`src/rtl/mc_main_ctrl.sv`:
```
// Main control FSM for a multicycle MIPS datapath: sequences fetch/decode/execute/memory/writeback,
// stalls on the memory ready handshake, counts retired instructions and flags unsupported opcodes.
module mc_main_ctrl #(
    parameter int CNT_W = 32,
    parameter int ST_W  = 4
) (
    input  logic             clk,
    input  logic             rst,
    input  logic [5:0]       opcode,
    input  logic             mem_ready,
    output logic             PCWrite,
    output logic             PCWriteCond,
    output logic             IorD,
    output logic             MemRead,
    output logic             MemWrite,
    output logic             IRWrite,
    output logic             MemtoReg,
    output logic             RegDst,
    output logic             RegWrite,
    output logic             ALUSrcA,
    output logic [1:0]       ALUSrcB,
    output logic [1:0]       ALUop,
    output logic [1:0]       PCSource,
    output logic [ST_W-1:0]  state,
    output logic [CNT_W-1:0] instr_cnt,
    output logic             illegal
);

    typedef enum logic [3:0] {
        S_RST    = 4'd0,
        S_FETCH  = 4'd1,
        S_DECODE = 4'd2,
        S_MEMADR = 4'd3,
        S_MEMRD  = 4'd4,
        S_MEMWB  = 4'd5,
        S_MEMWR  = 4'd6,
        S_EXEC   = 4'd7,
        S_ALUWB  = 4'd8,
        S_BRANCH = 4'd9,
        S_JUMP   = 4'd10,
        S_ADDIEX = 4'd11,
        S_ADDIWB = 4'd12
    } state_t;

    localparam logic [5:0] OP_RTYPE = 6'b000000;
    localparam logic [5:0] OP_LW    = 6'b100011;
    localparam logic [5:0] OP_SW    = 6'b101011;
    localparam logic [5:0] OP_BEQ   = 6'b000100;
    localparam logic [5:0] OP_J     = 6'b000010;
    localparam logic [5:0] OP_ADDI  = 6'b001000;

    state_t           r_state;
    logic [5:0]       r_opcode;
    logic [CNT_W-1:0] r_instr_cnt;
    logic             r_illegal;

    state_t           w_next_state;
    logic             w_retire;
    logic             w_illegal_op;

    always_ff @(posedge clk) begin
        if (rst) begin
            r_state     <= S_RST;
            r_instr_cnt <= '0;
            r_illegal   <= 1'b0;
        end else begin
            r_state   <= w_next_state;
            r_illegal <= w_illegal_op;
            if (w_retire) begin
                r_instr_cnt <= r_instr_cnt + CNT_W'(1);
            end
        end
    end

    // The opcode is captured in DECODE so MEMADR's lw/sw split ignores later IR changes.
    always_ff @(posedge clk) begin
        if (r_state == S_DECODE) begin
            r_opcode <= opcode;
        end
    end

    always_comb begin
        w_next_state = S_RST;
        w_retire     = 1'b0;
        w_illegal_op = 1'b0;
        PCWrite      = 1'b0;
        PCWriteCond  = 1'b0;
        IorD         = 1'b0;
        MemRead      = 1'b0;
        MemWrite     = 1'b0;
        IRWrite      = 1'b0;
        MemtoReg     = 1'b0;
        RegDst       = 1'b0;
        RegWrite     = 1'b0;
        ALUSrcA      = 1'b0;
        ALUSrcB      = 2'b00;
        ALUop        = 2'b00;
        PCSource     = 2'b00;

        case (r_state)
            S_RST: begin
                w_next_state = S_FETCH;
            end
            S_FETCH: begin
                MemRead      = 1'b1;
                ALUSrcB      = 2'b01;
                // PC+4 and IR load only commit on the cycle memory delivers the word.
                IRWrite      = mem_ready;
                PCWrite      = mem_ready;
                w_next_state = mem_ready ? S_DECODE : S_FETCH;
            end
            S_DECODE: begin
                ALUSrcB = 2'b11;
                case (opcode)
                    OP_RTYPE:     w_next_state = S_EXEC;
                    OP_LW, OP_SW: w_next_state = S_MEMADR;
                    OP_BEQ:       w_next_state = S_BRANCH;
                    OP_J:         w_next_state = S_JUMP;
                    OP_ADDI:      w_next_state = S_ADDIEX;
                    default: begin
                        w_next_state = S_FETCH;
                        w_illegal_op = 1'b1;
                    end
                endcase
            end
            S_MEMADR: begin
                ALUSrcA      = 1'b1;
                ALUSrcB      = 2'b10;
                w_next_state = (r_opcode == OP_SW) ? S_MEMWR : S_MEMRD;
            end
            S_MEMRD: begin
                MemRead      = 1'b1;
                IorD         = 1'b1;
                w_next_state = mem_ready ? S_MEMWB : S_MEMRD;
            end
            S_MEMWB: begin
                RegWrite     = 1'b1;
                MemtoReg     = 1'b1;
                w_next_state = S_FETCH;
                w_retire     = 1'b1;
            end
            S_MEMWR: begin
                MemWrite     = 1'b1;
                IorD         = 1'b1;
                w_next_state = mem_ready ? S_FETCH : S_MEMWR;
                w_retire     = mem_ready;
            end
            S_EXEC: begin
                ALUSrcA      = 1'b1;
                ALUop        = 2'b10;
                w_next_state = S_ALUWB;
            end
            S_ALUWB: begin
                RegWrite     = 1'b1;
                RegDst       = 1'b1;
                w_next_state = S_FETCH;
                w_retire     = 1'b1;
            end
            S_BRANCH: begin
                ALUSrcA      = 1'b1;
                ALUop        = 2'b01;
                PCWriteCond  = 1'b1;
                PCSource     = 2'b01;
                w_next_state = S_FETCH;
                w_retire     = 1'b1;
            end
            S_JUMP: begin
                PCWrite      = 1'b1;
                PCSource     = 2'b10;
                w_next_state = S_FETCH;
                w_retire     = 1'b1;
            end
            S_ADDIEX: begin
                ALUSrcA      = 1'b1;
                ALUSrcB      = 2'b10;
                w_next_state = S_ADDIWB;
            end
            S_ADDIWB: begin
                RegWrite     = 1'b1;
                w_next_state = S_FETCH;
                w_retire     = 1'b1;
            end
            default: begin
                w_next_state = S_RST;
            end
        endcase
    end

    assign state     = ST_W'(r_state);
    assign instr_cnt = r_instr_cnt;
    assign illegal   = r_illegal;

endmodule

```
`config.mk`:
```
export PLATFORM = sky130hd
export DESIGN_NAME = mc_main_ctrl
export DESIGN_NICKNAME = d
export VERILOG_FILES = /design/src/rtl/mc_main_ctrl.sv
export SDC_FILE = /design/constraint.sdc
export NUM_CORES = 1
export LEC_CHECK = 0
export CAP_MARGIN = 20
export CORE_AREA = 2 2 86 88
export DETAILED_ROUTE_END_ITERATION = 7
export DIE_AREA = 0 0 88 90
export GPL_ROUTABILITY_DRIVEN = 0
export RECOVER_POWER = 25
export SKIP_LAST_GASP = 1
export SLEW_MARGIN = 20
export SYNTH_ARGS = -nofsm -noshare
export SYNTH_HDL_FRONTEND = slang
export SYNTH_SLANG_ARGS = --single-unit
```
`constraint.sdc`:
```
create_clock -name clk -period 3.1 [get_ports clk]
set_clock_uncertainty 0.2 [all_clocks]
set_input_delay 0.465 -clock clk [delete_from_list [all_inputs] [get_ports clk]]
set_output_delay 0.465 -clock clk [all_outputs]
set_load 0.03 [all_outputs]
```
==> impl_metrics.ini <==
[run_status]
status = completed

[timing]
worst_hold_slack_ps = 329
fin_crit_sh_pct = 89.1
rsz0062_at_grt = false
period_needed_ps = 2760
tightest_slew_ps = 873
setup_violations = 0
timing.final.ws_setup_ps = 338
max_freq_mhz = 362
finalMaxSlewViolations = 0
setup_tns_ps = 0
slew-limit-headroom_pct = 41.8
final_hold_viol_count = 0

[worst_hold_path]
hp-class = reg -> reg
min_to = instr_cnt[27]
worstHoldStart = instr_cnt[27]
hold_depth = 2

[setup_path]
worstSetupStartpointType = flip-flop
slowest_stage = dfxtp_1
path_buf_inv = 1
crit_type = reg -> out
reg2reg_to = instr_cnt[31]
cpLargestDelayFamily = flip-flops
crit_top_cell = nor2_1
cp_data_required_time_ps = 2430
worstPathArrival_ps = 2100
regToRegSetupSlack_ps = 450
worstPathCellList = nand2b_1 > nor2_1 > nor2_1 > nor2_1 > clkdlybuf4s50_1
critPathMaxStageDelay_ps = 620
r2r_start = state[3]
critical_path.max_fanout = 14
r2r_cells = 5
end_kind = output port

[global_route]
antenna_found_initial = 0
grt.total_usage_pct = 16.6
grt_pass1_wl_microns = 10600
first_global_vias = 2224
grt_start_max_net_pins = 36
grt_overflow = 0

[placement]
numPortBuffers = 61
pre_cts_slack_ps = 264
hpwl_microns = 4430

[die]
io_pins = 62
core_area_sq_mm = 0.00702
rows = 31
initial_core_util_pct = 34.1
die_area_sq_mm = 0.00792
die_y_microns = 90
die_x_microns = 88

[cts]
hold_buffers = 0
cts_num_sinks = 43
h-tree-depth = 2
clock_latency_ps = 290
cts_buffers = 5
cts_tree = built
post_cts_buffers = 0
cts_resized = 0
clockBufferDepth = 2
cts_root_buf = clkbuf_8
clk_pin_slew_ps = 80

[yosys]
syn-num-nets = 292
synth_area_sq_mm = 0.00239
netlist-cell-type-count = 51
syn_inst = 282
synth_area_per_cell_sq_um = 8.49
ys.flop_type = dfxtp_1
ys.warnings.count = 0
yosysSeqAreaShare_pct = 38.5
synth_seq_cells = 43
synth_edf_count = 6
postSynth.asyncResetShare_pct = 0

[pwr]
p_leak_nw = 1.01
p_per_area_mw_per_mm2 = 328
vdd_ir_drop_max_mv = 0.198

[drt]
vias_per_cell = 5.22
drt_iter0_markers = 90
first_pass_iters = 4
avgRoutedWirePerCell_microns = 14.6
drt_wl_total_microns = 6390
ant_nets = 0
drcViolationCount = 0
num_vias = 2279

[layout]
drive_above_1_share_pct = 7.69
antenna_cells = 0
areaGrowthSynthToFinish_pct = 32.9
num-nets-final = 347

[job]
max_cap_viol_count = 0
[flip-flops by register name (all words and copies together) (netlist names)]
register   cells
illegal        1
instr_cnt     32
r_opcode       6
state          4
[worst register-to-register path: stages (launching register included)]
cell and delay (ps):
dfxtp_1 620, nand2b_1 380, a21o_1 700, a211oi_1 290, a31o_2 280, a21oi_1 110
[how the worst max path moves through the flow]
stage                     startpoint            end  slack, ps  depth (start not counted)
after floorplan             state[0]     ALUSrcB[1]        610                          4
after global placement     mem_ready  instr_cnt[19]        330                          6
after detailed placement   mem_ready  instr_cnt[19]        260                          6
after CTS                   state[3]       RegWrite        340                          5
after global routing        state[3]       RegWrite        210                          5
final                       state[3]       RegWrite        340                          5
[logic make-up (layout without fill, tap and decap cells)]
kind of cell / Yosys count / in the layout / share of synthesized area, %
and+or+nand+nor: 126 / 126 / 26.1
DFF: 43 / 43 / 38.5
buffers and inverters: 25 / 81 / 4.39
AOI/OAI and AO/OA: 56 / 56 / 19.2
adders and majority gates: 1 / 1 / 0.523
xor gates and xnor gates: 31 / 31 / 11.3
[layer usage]
layer	routed length [microns]	GRT usage, %	vias to the layer above
met2	3080	27.2	58
li1	-	-	1137
met1	2940	22.1	1079
met5	0	0	-
met4	61	3.85	0
met3	309	3.40	5
[cell usage in the layout, fill, tap and decap left out, types with 2 or more instances in the layout]
master and instances:
o211ai_1 2, dlygate4sd3_1 14, nor3_1 8, o2111ai_1 6, nand3_1 11, a2111oi_0 6, nand2b_1 3, nor4_1 5
inv_1 6, a2111oi_2 4, edfxtp_1 6, nor2_1 48, and3_1 6, and2_1 2, dfxtp_1 37, nand4_1 9
clkdlybuf4s50_1 47, nand2_1 19, o21ai_0 3, xnor2_1 23, a21oi_1 11, xor2_1 8, nor3b_1 4, buf_4 6
a31o_2 2, o21bai_1 2, a21boi_0 2, a211oi_1 6, or2_2 3, clkbuf_8 6
[synth_stat cells (6+ instances only)]
library cell | number | area (sq um)
clkbuf_1 | 13 | 48.8
nand2_1 | 19 | 71.3
and3_1 | 6 | 37.5
a211oi_1 | 6 | 45.0
nand4_1 | 9 | 56.3
nor2_1 | 48 | 180
inv_1 | 6 | 22.5
a2111oi_0 | 6 | 52.6
xor2_1 | 8 | 70.1
a21oi_1 | 11 | 55.1
edfxtp_1 | 6 | 180
xnor2_1 | 23 | 201
dfxtp_1 | 37 | 741
nor3_1 | 8 | 40.0
o2111ai_1 | 6 | 52.6
nand3_1 | 11 | 55.1
[final cells by class]
type / count / area [sq um]
inverter: 6 / 22.5
timing repair buffer: 67 / 656
multi-input combinational: 214 / 1370
fill: 715 / 3840
clock inverter: 1 / 5.00
tap: 99 / 124
sequential: 43 / 921
clock buffer: 7 / 86.3
[stage by stage]
step	cells	util [%]	area [sq um]	power (mW)
floorplan	282	-	2390	0.645
global placement	429	44.0	3090	0.688
detailed placement	429	44.0	3090	0.689
CTS	437	45.3	3180	1.06
global route	437	45.3	3180	1.09
finish	437	45.3	3180	1.04
[where the power goes]
group	switching (mW)	internal [mW]
Clock	0.191	0.180
Combinational	0.0608	0.0390
Sequential	0.00487	0.569
(Power assumes the default switching activity.)
